File: src/rtl/vpu_timing_cntr_bank.sv
// vpu_timing_cntr_bank: bank of NUM_CH saturating down-counters for scheduler timing constraints.
// Each channel accepts addressed or broadcast loads, in overwrite or max-merge mode.
// The bank also provides a global freeze and a synchronous clear, and reports per-channel
// ready/expiry plus an aggregate busy flag.
// Optional feature macro: VPU_TCB_EARLY_ZERO_EN adds ready_n_o, the next-state zero flag.
module vpu_timing_cntr_bank #(
   parameter int unsigned NUM_CH     = 8,
   parameter int unsigned CNTR_WIDTH = 4,
   parameter int unsigned CH_W       = (NUM_CH > 1) ? $clog2(NUM_CH) : 1
) (
   input  logic                  clk,
   input  logic                  rst_n,
   input  logic                  load_valid_i,
   input  logic                  load_bcast_i,
   input  logic [CH_W-1:0]       load_ch_i,
   input  logic [CNTR_WIDTH-1:0] load_value_i,
   input  logic                  load_max_i,
   input  logic                  freeze_i,
   input  logic                  clear_i,
`ifdef VPU_TCB_EARLY_ZERO_EN
   output logic [NUM_CH-1:0]     ready_n_o,
`endif
   output logic [NUM_CH-1:0]     ready_o,
   output logic                  busy_o,
   output logic [NUM_CH-1:0]     expire_o
);

   logic [CNTR_WIDTH-1:0] cntr_q [NUM_CH];
   logic [CNTR_WIDTH-1:0] cntr_d [NUM_CH];
   logic [CNTR_WIDTH-1:0] dec    [NUM_CH];
   logic [NUM_CH-1:0]     hit;
   logic [NUM_CH-1:0]     expire_d;
   logic [NUM_CH-1:0]     expire_q;

   // Per-channel next value: clear > overwrite load > max-merge load > decrement.
   always_comb begin
      for (int c = 0; c < NUM_CH; c++) begin
         dec[c]      = cntr_q[c];
         cntr_d[c]   = cntr_q[c];
         expire_d[c] = 1'b0;
         hit[c]      = 1'b0;
         if ((cntr_q[c] != '0) && !freeze_i) begin
            dec[c] = cntr_q[c] - CNTR_WIDTH'(1);
         end
         // Indices >= NUM_CH never match any channel, so out-of-range loads are dropped.
         hit[c] = load_valid_i & (load_bcast_i | (load_ch_i == CH_W'(c)));
         if (clear_i) begin
            cntr_d[c] = '0;
         end else if (hit[c] && !load_max_i) begin
            cntr_d[c] = load_value_i;
         end else if (hit[c]) begin
            // Merge against the already-decremented value.
            cntr_d[c] = (load_value_i > dec[c]) ? load_value_i : dec[c];
         end else begin
            cntr_d[c] = dec[c];
            // Only a natural 1->0 countdown is an expiry.
            expire_d[c] = (cntr_q[c] == CNTR_WIDTH'(1)) && (dec[c] == '0);
         end
      end
   end

   // Counter and expiry state registers.
   always_ff @(posedge clk or negedge rst_n) begin
      if (!rst_n) begin
         for (int c = 0; c < NUM_CH; c++) begin
            cntr_q[c] <= '0;
         end
         expire_q <= '0;
      end else begin
         for (int c = 0; c < NUM_CH; c++) begin
            cntr_q[c] <= cntr_d[c];
         end
         expire_q <= expire_d;
      end
   end

   // Outputs are pure decodes of the registered state.
   always_comb begin
      for (int c = 0; c < NUM_CH; c++) begin
         ready_o[c] = (cntr_q[c] == '0);
      end
      busy_o   = ~&ready_o;
      expire_o = expire_q;
   end

`ifdef VPU_TCB_EARLY_ZERO_EN
   // Early zero flag: what ready_o will show after the next edge.
   always_comb begin
      for (int c = 0; c < NUM_CH; c++) begin
         ready_n_o[c] = (cntr_d[c] == '0);
      end
   end
`endif

endmodule
File: config.mk
export PLATFORM = sky130hd
export DESIGN_NAME = vpu_timing_cntr_bank
export DESIGN_NICKNAME = d
export VERILOG_FILES = /design/src/rtl/vpu_timing_cntr_bank.sv
export SDC_FILE = /design/constraint.sdc
export NUM_CORES = 1
export LEC_CHECK = 0
export CAP_MARGIN = 20
export CORE_UTILIZATION = 60
export CTS_BUF_LIST = sky130_fd_sc_hd__clkbuf_8
export CTS_CLUSTER_SIZE = 24
export DETAILED_ROUTE_END_ITERATION = 10
export PLACE_DENSITY = 0.83
export SYNTH_ARGS = -nofsm -noshare
export SYNTH_HDL_FRONTEND = slang
export SYNTH_SLANG_ARGS = --single-unit
File: constraint.sdc
create_clock -name clk -period 4.86 [get_ports clk]
set_input_delay 1.458 -clock clk [delete_from_list [all_inputs] [get_ports clk]]
set_output_delay 1.458 -clock clk [all_outputs]
set_load 0.02 [all_outputs]
==> results of run 1 <==
[worst paths after layout]
kind / endpoint
min reg2reg: expire_o[3]
max reg2reg: cntr_q[5]
max: busy_o
max in group asynchronous: cntr_q[19]
min in group asynchronous: expire_o[0]
min: expire_o[3]
[stage by stage]
step                      util (%)  cell area, um^2  hold slack (ns)  std cells  setup WS (ns)
final                        72.53             3799           0.6202        455         0.7717
after global routing         72.53             3799           0.6496        455         0.7039
after CTS                    72.53             3799           0.6196        455         0.8136
after detailed placement     70.81             3709           0.6071        447         0.6294
after global placement       70.81             3709           0.5977        447         0.6951
after floorplan                  -             3346           0.5643        353          1.233
[cell families after synthesis]
family / count (synthesis) / share of synthesized area, %
and+or+nand+nor: 130 / 23.52
AOI/OAI and AO/OA: 56 / 12.98
muxes: 41 / 12.38
adders and majority gates: 40 / 14.36
DFF: 40 / 29.92
buffers and inverters: 38 / 4.749
xor gates and xnor gates: 8 / 2.094
[placed cells by master (no fill, tap or decap), types with 2 or more instances in the layout]
cell,n
nand2_1,23
nor3b_1,11
nand4_1,9
nor2b_1,17
nor2_1,24
mux2i_1,38
a21bo_2,6
o21bai_2,6
a2bb2oi_1,6
ha_1,32
clkdlybuf4s50_1,29
nor4_1,4
a211oi_1,2
inv_1,28
dfrtp_1,40
maj3_1,8
o32ai_1,6
mux2_2,3
o22ai_1,2
nor3_1,8
o21bai_1,8
buf_4,5
nor4bb_1,6
or2_2,10
nand2b_1,7
and3b_1,3
o21ai_0,10
clkbuf_8,6
nor4_4,3
a21oi_1,7
xnor2_1,8
[routing by layer]
| metal | wire length [um] | global-route usage (%) | part of all wire (%) |
|---|---|---|---|
| met1 | 3528 | 36.67 | 45 |
| met2 | 3890 | 50.00 | 50 |
| met3 | 316 | 2.857 | 4.0 |
| met4 | 96 | 7.692 | 1.2 |
| met5 | 0 | 0 | 0 |
[power groups by stage]
| stage | clock network, mW | registers (mW) | logic [mW] |
|---|---|---|---|
| floorplan | 0 | 0.452 | 0.653 |
| global placement | 0 | 0.456 | 0.859 |
| detailed placement | 0 | 0.458 | 0.892 |
| CTS | 0.231 | 0.452 | 0.901 |
| global route | 0.245 | 0.461 | 0.999 |
| finish | 0.228 | 0.453 | 0.902 |
[worst max-delay path, cell delays in order, from the launching register on]
cell	delay, ns
dfrtp_1	0.41
inv_1	0.11
ha_1	0.21
nor3b_1	0.49
nand4_1	0.25
or2_2	0.34
clkdlybuf4s50_1	0.53
[layout make-up]
class	instances	area, um^2
Clock buffer	6	82.58
Timing Repair Buffer	35	332.8
Inverter	27	101.3
Multi-Input combinational cell	275	2186
Clock inverter	2	7.507
Tap cell	70	87.58
Fill cell	414	1439
Sequential cell	40	1001
[sequential cells by signal, summed over array words and instances, names as in the netlist]
name,cells
cntr_q,32
expire_o,8
==> impl_results.md, run 1 <==
- Run status: complete, no violations
- CTS sink count: 40
- DRT antenna net count: 0
- Crit-path max FO: 4
- P_sw: 658.7 uW
- Final Cycle Share: 84.12%
- Hold crit path type: reg2reg
- Top post-synthesis cells by area: dfrtp_1 (30%), ha_1 (12%), mux2i_1 (11%)
- Setup Skew: 0.004778 ns
- Total track usage: 28.31%
- CP startpoint: cntr_q[4]
- Maximum root-to-sink buffer count: 2
- Leak Pwr: 1.707 nW
- Area growth syn-to-layout: 13.54%
- # IOs: 31
- RSZ-0062 raised after global routing: no
- CTS Hold Bufs: 0
- FMAX: 244.6 MHz
- Post-CTS Setup Repair Bufs: 0
- Die area: 0.005879 mm^2
- Die Span X: 76.68 um
- Drt wl/cell: 17.21 um
- Cell Pwr Density: 416.8 mW/mm^2
- P_int: 924.7 uW
- Iteration-0 DRC Markers: 106
- DRC: 0
- Hold_sp: cntr_q[19]
- Worst Path Class, Setup: reg2out
- Worst-path clk slew: 0.08 ns
- Worst vdd ir: 254.0 uV
- Layout Nets: 430
- Top_reg_cell synth: dfrtp_1
- Hold Vio Cnt, Final: 0
- Antenna violations before repair: 0
- CP Data Required Time: 3.40 ns
- Largest net degree at the start of global routing: 41
- Tmin final: 4.088 ns
- Worst setup EP type: output pin
- Routed via count: 2732
- Syn avg cell area: 9.478 um^2
- Root Driver: clkbuf_8
- Most numerous cell in the Yosys netlist: dfrtp_1
- Critical path arrival: 2.63 ns
- Cell taking the most area after synthesis: dfrtp_1
- # rows: 26
- Net Count, Synth: 399
- Starting Density: 63.88%
- Power Total: 1.583 mW
- PortBufs: 30
- H-Tree Depth: 2
- Register area share after synthesis: 29.92%
- Number of global-route vias before repair: 2723
- Yosys top cell area share: 29.92%
- #FFs+latches synth: 40
- Dpl hpwl: 5617 um
- Hold Path Stages: 3
- CTS tree: yes
- Slew Viols, Final: 0
- Crit Reg-Reg Startpoint: cntr_q[4]
- Die height: 76.68 um
- Worst-margin pin slew: 0.9055 ns
- Later-pin clock latency in the skew report: 0.29 ns
- Most instantiated cells after synthesis: dfrtp_1 (40), mux2i_1 (38), ha_1 (32)
- Total global routing overflow: 0
- Num CTS Buffers: 5
- Total routed wirelength: 7832 um
- Maximum capacitance violations: 0
- Syn Inst Count: 353
- First-pass GRT wire length: 13020 um
- Setup TNS Final: 0 ns
- Synthesis Warnings: 0
- Normalized max-slew margin: 39.63%
- Combinational Power Share: 57.0%
- Routability cong.: 0.8718
- Antenna cells: 0
- EDFF count, synth: 0
- Net Sw Frac: 41.60%
- Core ar.: 0.005238 mm^2
- Part of the power in registers: 28.6%
- Synth Cell Area: 0.003346 mm^2
- Share of layout cells above drive strength 1: 11.17%
- Setup Viol. Count Final: 0
- Drt via density: 6.004
- Clock network power share: 14.4%
- Post-synth cell types: 41
- Crit path launch type: flip-flop
- DR pass1 iterations: 4
- Async S/R FF share, synth: 100.0%
- Reg-to-reg slack, setup: 1.65 ns
- Worst-case reg-to-reg path depth: 12
- Post-cts resize count: 0
No activity file was read; power rests on OpenSTA's default activity.
==> run 2, diff against run 1 <==
--- a/config.mk
+++ b/config.mk
@@ -6,11 +6,11 @@
 export NUM_CORES = 1
 export LEC_CHECK = 0
 export CAP_MARGIN = 20
-export CORE_UTILIZATION = 60
+export CORE_UTILIZATION = 54
 export CTS_BUF_LIST = sky130_fd_sc_hd__clkbuf_8
 export CTS_CLUSTER_SIZE = 24
 export DETAILED_ROUTE_END_ITERATION = 10
-export PLACE_DENSITY = 0.83
+export PLACE_DENSITY = 0.79
 export SYNTH_ARGS = -nofsm -noshare
 export SYNTH_HDL_FRONTEND = slang
 export SYNTH_SLANG_ARGS = --single-unit
==> constraint.sdc (replaced) <==
create_clock -name clk -period 3.4 [get_ports clk]
set_input_delay 1.02 -clock clk [delete_from_list [all_inputs] [get_ports clk]]
set_output_delay 1.02 -clock clk [all_outputs]
set_load 0.02 [all_outputs]
==> run 2 against run 1 <==
Utilization fell by 2.8 points. Wire length rose by 12%. Count of clock-buffer cells in the layout fell by 1. Total power rose by 59%. Final cell count rose by 8.4%. Clock power rose by 36%. Critical path depth rose by 5. Hold slack improved by 0.020 ns. Sequential power rose by 44%. Critical endpoint is now cntr_q[24]. Largest cell class unchanged. Largest power group unchanged. Highest routed layer unchanged.
==> impl_results.md, run 2 (same netlist as run 1, synthesis figures left out) <==
- Run status: complete, no violations (unchanged)
- Crit-path max FO: 16 (was 4)
- Total global routing overflow: 0 (unchanged)
- Die height: 80.72 um (was 76.68 um)
- Part of the power in registers: 25.9% (was 28.6%)
- Total track usage: 28.88% (was 28.31%)
- Worst setup EP type: flip-flop (was output pin)
- Maximum root-to-sink buffer count: 2 (unchanged)
- DRC: 0 (unchanged)
- Filler cells: 467 (was 414)
- Number of global-route vias before repair: 2968 (was 2723)
- Tmin final: 3.293 ns
- CTS sink count: 40 (unchanged)
- Die Span X: 80.72 um (was 76.68 um)
- Maximum capacitance violations: 0 (unchanged)
- Setup TNS Final: 0 ns (unchanged)
- First-pass GRT wire length: 14230 um (was 13020 um)
- Setup Viol. Count Final: 0 (unchanged)
- Area growth syn-to-layout: 24.08% (was 13.54%)
- Layout Nets: 464 (was 430)
- CP Data Required Time: 3.62 ns (was 3.40 ns)
- Worst vdd ir: 334.7 uV (was 254.0 uV)
- Root Driver: clkbuf_8 (unchanged)
- Core ar.: 0.005956 mm^2 (was 0.005238 mm^2)
- Antenna cells: 0 (unchanged)
- Largest net degree at the start of global routing: 41 (unchanged)
- DP Area: 0.003983 mm^2 (was 0.003709 mm^2)
- Setup slack at placement: -0.3301 ns (was 0.6294 ns)
- Setup Skew: 0.01183 ns (was 0.004778 ns)
- Dpl hpwl: 6395 um (was 5617 um)
- Num CTS Buffers: 5 (unchanged)
- DRT antenna net count: 0 (unchanged)
- Post-Route Utilization: 69.71% (was 72.53%)
- # IOs: 31 (unchanged)
- Iteration-0 DRC Markers: 160 (was 106)
- Die area: 0.006515 mm^2 (was 0.005879 mm^2)
- Routed via count: 2925 (was 2732)
- Slew Viols, Final: 0 (unchanged)
- Most common cell after layout, fill and taps aside: dfrtp_1 (unchanged)
- DR pass1 iterations: 4 (unchanged)
- Hold Path Stages: 3 (unchanged)
- Combinational Power Share: 61.8% (was 57.0%)
- Clock network power share: 12.3% (was 14.4%)
- PortBufs: 30 (unchanged)
- CTS Hold Bufs: 0 (unchanged)
- Antenna violations before repair: 0 (unchanged)
- Final Cycle Share: 96.85%
- Normalized max-slew margin: 36.61% (was 39.63%)
- Drt via density: 5.933 (was 6.004)
- Critical path arrival: 3.51 ns (was 2.63 ns)
- Routability cong.: 0.8025 (was 0.8718)
- Final Cell Area: 0.004151 mm^2 (was 0.003799 mm^2)
- Most frequent cells in the layout: dfrtp_1 (40), mux2i_1 (38), buf_4 (38) (was dfrtp_1 (40), mux2i_1 (38), ha_1 (32))
- RSZ-0062 raised after global routing: yes (was no)
- CTS tree: yes (unchanged)
- Power Total: 2.523 mW (was 1.583 mW)
- Later-pin clock latency in the skew report: 0.30 ns (was 0.29 ns)
- Setup ws final: 0.1072 ns (was 0.7717 ns)
- Crit path launch type: primary input (was flip-flop)
- # rows: 28 (was 26)
- Leak Pwr: 1.893 nW (was 1.707 nW)
- Share of layout cells above drive strength 1: 20.57% (was 11.17%)
- H-Tree Depth: 2 (unchanged)
- Register Area: 0.001001 mm^2 (unchanged)
- Hold crit path type: reg2reg (unchanged)
- Worst-case reg-to-reg path depth: 13 (was 12)
- Hold_sp: cntr_q[31] (was cntr_q[19])
- Reg-to-reg slack, setup: 0.40 ns (was 1.65 ns)
- Hold Vio Cnt, Final: 0 (unchanged)
- Crit Reg-Reg Startpoint: cntr_q[29] (was cntr_q[4])
- Worst-path clk slew: 0.09 ns (was 0.08 ns)
- Hold Path End: expire_o[0] (was expire_o[3])
- Multi-input logic area: 0.002275 mm^2 (was 0.002186 mm^2)
- Worst r2r dst: cntr_q[29] (was cntr_q[5])
- Max reg flops: 32 (unchanged)
- Net Sw Frac: 41.10% (was 41.60%)
- P_sw: 1.037 mW (was 658.7 uW)
- Drt wl/cell: 17.79 um (was 17.21 um)
- FMAX: 303.7 MHz
- Cell Pwr Density: 607.6 mW/mm^2 (was 416.8 mW/mm^2)
- Worst Path Class, Setup: in2reg (was reg2out)
- Worst-margin pin slew: 0.9509 ns (was 0.9055 ns)
- P_int: 1.486 mW (was 924.7 uW)
- Total routed wirelength: 8770 um (was 7832 um)
- Top reg by flops: cntr_q (unchanged)
- Starting Density: 56.18% (was 63.88%)
run 2: changes by cell type in the layout (fill, tap and decap cells not counted), sizes merged:
| cell | previous run | this run |
|---|---|---|
| buf | 6 | 40 |
| inv | 28 | 27 |
| clkbuf | 6 | 5 |
| clkdlybuf4s50 | 29 | 28 |
| clkinv | 1 | 2 |
| dlymetal6s2s | 0 | 1 |
run 2: how the worst max path moves through the flow:
stage | start | endpoint | slack (ns) | cells after the start
4_1_cts | cntr_q[12] | busy_o | 0.009 | 6
6_report | freeze_i | cntr_q[24] | 0.11 | 11
2_1_floorplan | freeze_i | cntr_q[31] | 0.21 | 11
5_1_grt | freeze_i | cntr_q[3] | -0.02 | 11
3_3_place_gp | freeze_i | cntr_q[28] | -0.26 | 11
3_5_place_dp | freeze_i | cntr_q[29] | -0.33 | 11
run 2: area by class of cell:
type	instances	area share [%]
Multi-Input combinational cell	275	54.79
Sequential cell	40	24.11
Timing Repair Buffer	69	14.53
Inverter	27	2.441
Tap cell	75	2.260
Clock buffer	5	1.658
Clock inverter	2	0.2110
run 2: through the flow:
step / std cells / hold slack, ns
2_1_floorplan: 353 / 0.5643
3_3_place_gp: 486 / 0.6066
3_5_place_dp: 486 / 0.6119
4_1_cts: 493 / 0.6264
5_1_grt: 493 / 0.6799
6_report: 493 / 0.6400
run 2: worst max-delay path: stages:
cell and delay [ns]:
clkdlybuf4s50_1 0.44, buf_12 0.17, nor2_1 0.18, mux2i_1 0.25, inv_1 0.07, ha_1 0.29, nor2b_1 0.14, a2bb2oi_1 0.13
maj3_1 0.40, o21bai_4 0.19, mux2i_1 0.20
run 2: routing by layer:
layer | up-vias | share of wire, % | global-route usage, % | wire [um]
li1 | 1384 | - | - | -
met3 | 21 | 6.4 | 4.659 | 557
met1 | 1410 | 42 | 36.60 | 3648
met2 | 110 | 49 | 48.98 | 4310
met4 | 0 | 2.9 | 11.25 | 255
met5 | - | 0 | 0 | 0
run 2: power by group through the flow:
stage	combinational (mW)	clock [mW]	sequential (mW)
3_5_place_dp	1.49	0	0.658
4_1_cts	1.52	0.310	0.650
2_1_floorplan	0.934	0	0.646
3_3_place_gp	1.44	0	0.652
6_report	1.56	0.311	0.653
5_1_grt	1.72	0.325	0.662
run 2: what timing repair did:
item                                    4_1_cts  5_1_grt
cloned                                        0        0
pin swaps                                     0        1
resized for setup                             4       13
hold endpoints to repair                      0        0
buffers inserted                              0        0
endpoints found under the setup margin        3       23
==> run 3, diff against run 2 <==
--- a/config.mk
+++ b/config.mk
@@ -6,11 +6,13 @@
 export NUM_CORES = 1
 export LEC_CHECK = 0
 export CAP_MARGIN = 20
-export CORE_UTILIZATION = 54
+export CELL_PAD_IN_SITES_DETAIL_PLACEMENT = 1
+export CELL_PAD_IN_SITES_GLOBAL_PLACEMENT = 2
+export CORE_UTILIZATION = 34
 export CTS_BUF_LIST = sky130_fd_sc_hd__clkbuf_8
 export CTS_CLUSTER_SIZE = 24
 export DETAILED_ROUTE_END_ITERATION = 10
-export PLACE_DENSITY = 0.79
+export PLACE_DENSITY_LB_ADDON = 0.1
 export SYNTH_ARGS = -nofsm -noshare
 export SYNTH_HDL_FRONTEND = slang
 export SYNTH_SLANG_ARGS = --single-unit
==> run 3 against run 2 <==
Via count is 0.55% lower. Global-route usage shrank 7.4 points. Final area up 4.2%.
==> impl_results.md, run 3 (same netlist as run 1, synthesis figures left out) <==
- Top reg by flops: cntr_q (unchanged)
- CTS Hold Bufs: 0 (unchanged)
- Critical path arrival: 3.53 ns (was 3.51 ns)
- Worst Path Buf+Inv: 3 (unchanged)
- Worst vdd ir: 228.2 uV (was 334.7 uV)
- CTS sink count: 40 (unchanged)
- Setup Skew: 0.006506 ns (was 0.01183 ns)
- Antenna violations before repair: 0 (unchanged)
- Starting Density: 35.70% (was 56.18%)
- Share of layout cells above drive strength 1: 22.90% (was 20.57%)
- Setup Viol. Count Final: 0 (unchanged)
- Root Driver: clkbuf_8 (unchanged)
- Total global routing overflow: 0 (unchanged)
- Hold_sp: cntr_q[15] (was cntr_q[31])
- PortBufs: 30 (unchanged)
- Run status: complete, no violations (unchanged)
- Reg-to-reg slack, setup: 0.37 ns (was 0.40 ns)
- CTS tree: yes (unchanged)
- Worst-path clk slew: 0.09 ns (about the same)
- Layout Nets: 473 (was 464)
- Worst path top cell family by delay: buffers and inverters (was adder cells)
- Post-Route Utilization: 46.14% (was 69.71%)
- Later-pin clock latency in the skew report: 0.30 ns (about the same)
- Maximum capacitance violations: 0 (unchanged)
- Slowest stage delay, CP: 0.42 ns (was 0.44 ns)
- DRC: 0 (unchanged)
- RSZ-0062 raised after global routing: yes (unchanged)
- Die area: 0.01024 mm^2 (was 0.006515 mm^2)
- Crit Reg-Reg Startpoint: cntr_q[20] (was cntr_q[29])
- Max reg flops: 32 (unchanged)
- Number of global-route vias before repair: 3152 (was 2968)
- Worst setup EP type: flip-flop (unchanged)
- Crit-path max FO: 7 (was 16)
- Worst Path Class, Setup: in2reg (unchanged)
- Total track usage: 21.48% (was 28.88%)
- Area growth syn-to-layout: 29.24% (was 24.08%)
- Num CTS Buffers: 5 (unchanged)
- First-pass GRT wire length: 16580 um (was 14230 um)
- Maximum root-to-sink buffer count: 2 (unchanged)
- Dpl hpwl: 7591 um (was 6395 um)
- Core ar.: 0.009371 mm^2 (was 0.005956 mm^2)
- CP startpoint: freeze_i (unchanged)
- DP Area: 0.004068 mm^2 (was 0.003983 mm^2)
- Power Total: 2.739 mW (was 2.523 mW)
- Hold crit path type: reg2reg (unchanged)
- Largest net degree at the start of global routing: 41 (unchanged)
- Routed via count: 2909 (was 2925)
- Die Span X: 101.2 um (was 80.72 um)
- Crit path launch type: primary input (unchanged)
- Final Cell Area: 0.004324 mm^2 (was 0.004151 mm^2)
- CP Data Required Time: 3.62 ns (about the same)
- DRT antenna net count: 0 (unchanged)
- Drt via density: 5.223 (was 5.933)
- Tmin final: 3.312 ns (was 3.293 ns)
- Most common cell after layout, fill and taps aside: buf_4 (was dfrtp_1)
- Routability cong.: 0.8106 (was 0.8025)
- Hold Vio Cnt, Final: 0 (unchanged)
- Antenna cells: 0 (unchanged)
- CP max-delay cell: clkdlybuf4s50_1 (unchanged)
- FMAX: 302.0 MHz (was 303.7 MHz)
- # rows: 35 (was 28)
- Setup TNS Final: 0 ns (unchanged)
- Worst-margin pin slew: 0.9809 ns (was 0.9509 ns)
- H-Tree Depth: 2 (unchanged)
- Iteration-0 DRC Markers: 81 (was 160)
- Slew Viols, Final: 0 (unchanged)
- Normalized max-slew margin: 34.61% (was 36.61%)
- Final Cycle Share: 97.40% (was 96.85%)
- # IOs: 31 (unchanged)
- Drt wl/cell: 18.38 um (was 17.79 um)
- DR pass1 iterations: 4 (unchanged)
- Cell Pwr Density: 633.5 mW/mm^2 (was 607.6 mW/mm^2)
- Die height: 101.2 um (was 80.72 um)
- Most frequent cells in the layout: buf_4 (48), dfrtp_1 (40), mux2i_1 (36) (was dfrtp_1 (40), mux2i_1 (38), buf_4 (38))
- Most used cell, CP: mux2i_1 (unchanged)
- Total routed wirelength: 10240 um (was 8770 um)
- Critical path cell sequence: clkdlybuf4s50_1, buf_4, nor2_1, mux2i_1, inv_1, ha_1, nor2b_1, a2bb2oi_1, maj3_1, o21bai_4, mux2i_1 (was clkdlybuf4s50_1, buf_12, nor2_1, mux2i_1, inv_1, ha_1, nor2b_1, a2bb2oi_1, maj3_1, o21bai_4, mux2i_1)
- Leak Pwr: 1.950 nW (was 1.893 nW)
## run 3: power by group
| part | internal [mW] | switching [mW] |
|---|---|---|
| clock | 0.259 | 0.184 |
| sequential | 0.560 | 0.0907 |
| combinational | 0.838 | 0.808 |
## run 3: cell type report
cell class                      instances  area, um^2
Clock buffer                            7       96.34
Clock inverter                          1       30.03
Fill cell                            1118        5047
Inverter                               27       101.3
Multi-Input combinational cell        275        2280
Sequential cell                        40        1001
Tap cell                              129       161.4
Timing Repair Buffer                   78       654.4
## run 3: repair_timing
item,4_1_cts,5_1_grt
setup endpoints to repair,3,25
setup buffers,0,5
resized for setup,3,16
pin swaps,0,1
cloned,0,0
## run 3: stage by stage
step / hold slack [ns] / std cells / worst slack, ns
2_1_floorplan: 0.5643 / 353 / 0.2111
3_3_place_gp: 0.6267 / 544 / -0.2760
3_5_place_dp: 0.6162 / 544 / -0.3375
4_1_cts: 0.6280 / 552 / 0.006500
5_1_grt: 0.6772 / 557 / -0.06172
6_report: 0.6288 / 557 / 0.08828
## run 3: worst paths after layout
kind                            cells after the start          end
worst max-delay path                               11   cntr_q[24]
worst min-delay path                                3  expire_o[4]
worst max register to register                     13   cntr_q[21]
worst min register to register                      3  expire_o[4]
max in group asynchronous                           1   cntr_q[17]
min in group asynchronous                           1    cntr_q[1]
## run 3: worst min-delay path, delay by kind of cell (launching register included)
kind,cells,cell delay (ns)
DFF,1,0.41
and+or+nand+nor,3,0.18
## run 3: per-layer routing
layer,part of all wire (%),vias to the layer above,track usage (%)
li1,-,1409,-
met1,47,1455,27.73
met5,0,-,0
met4,2.3,0,6.466
met3,1.4,16,2.277
met2,49,29,37.83
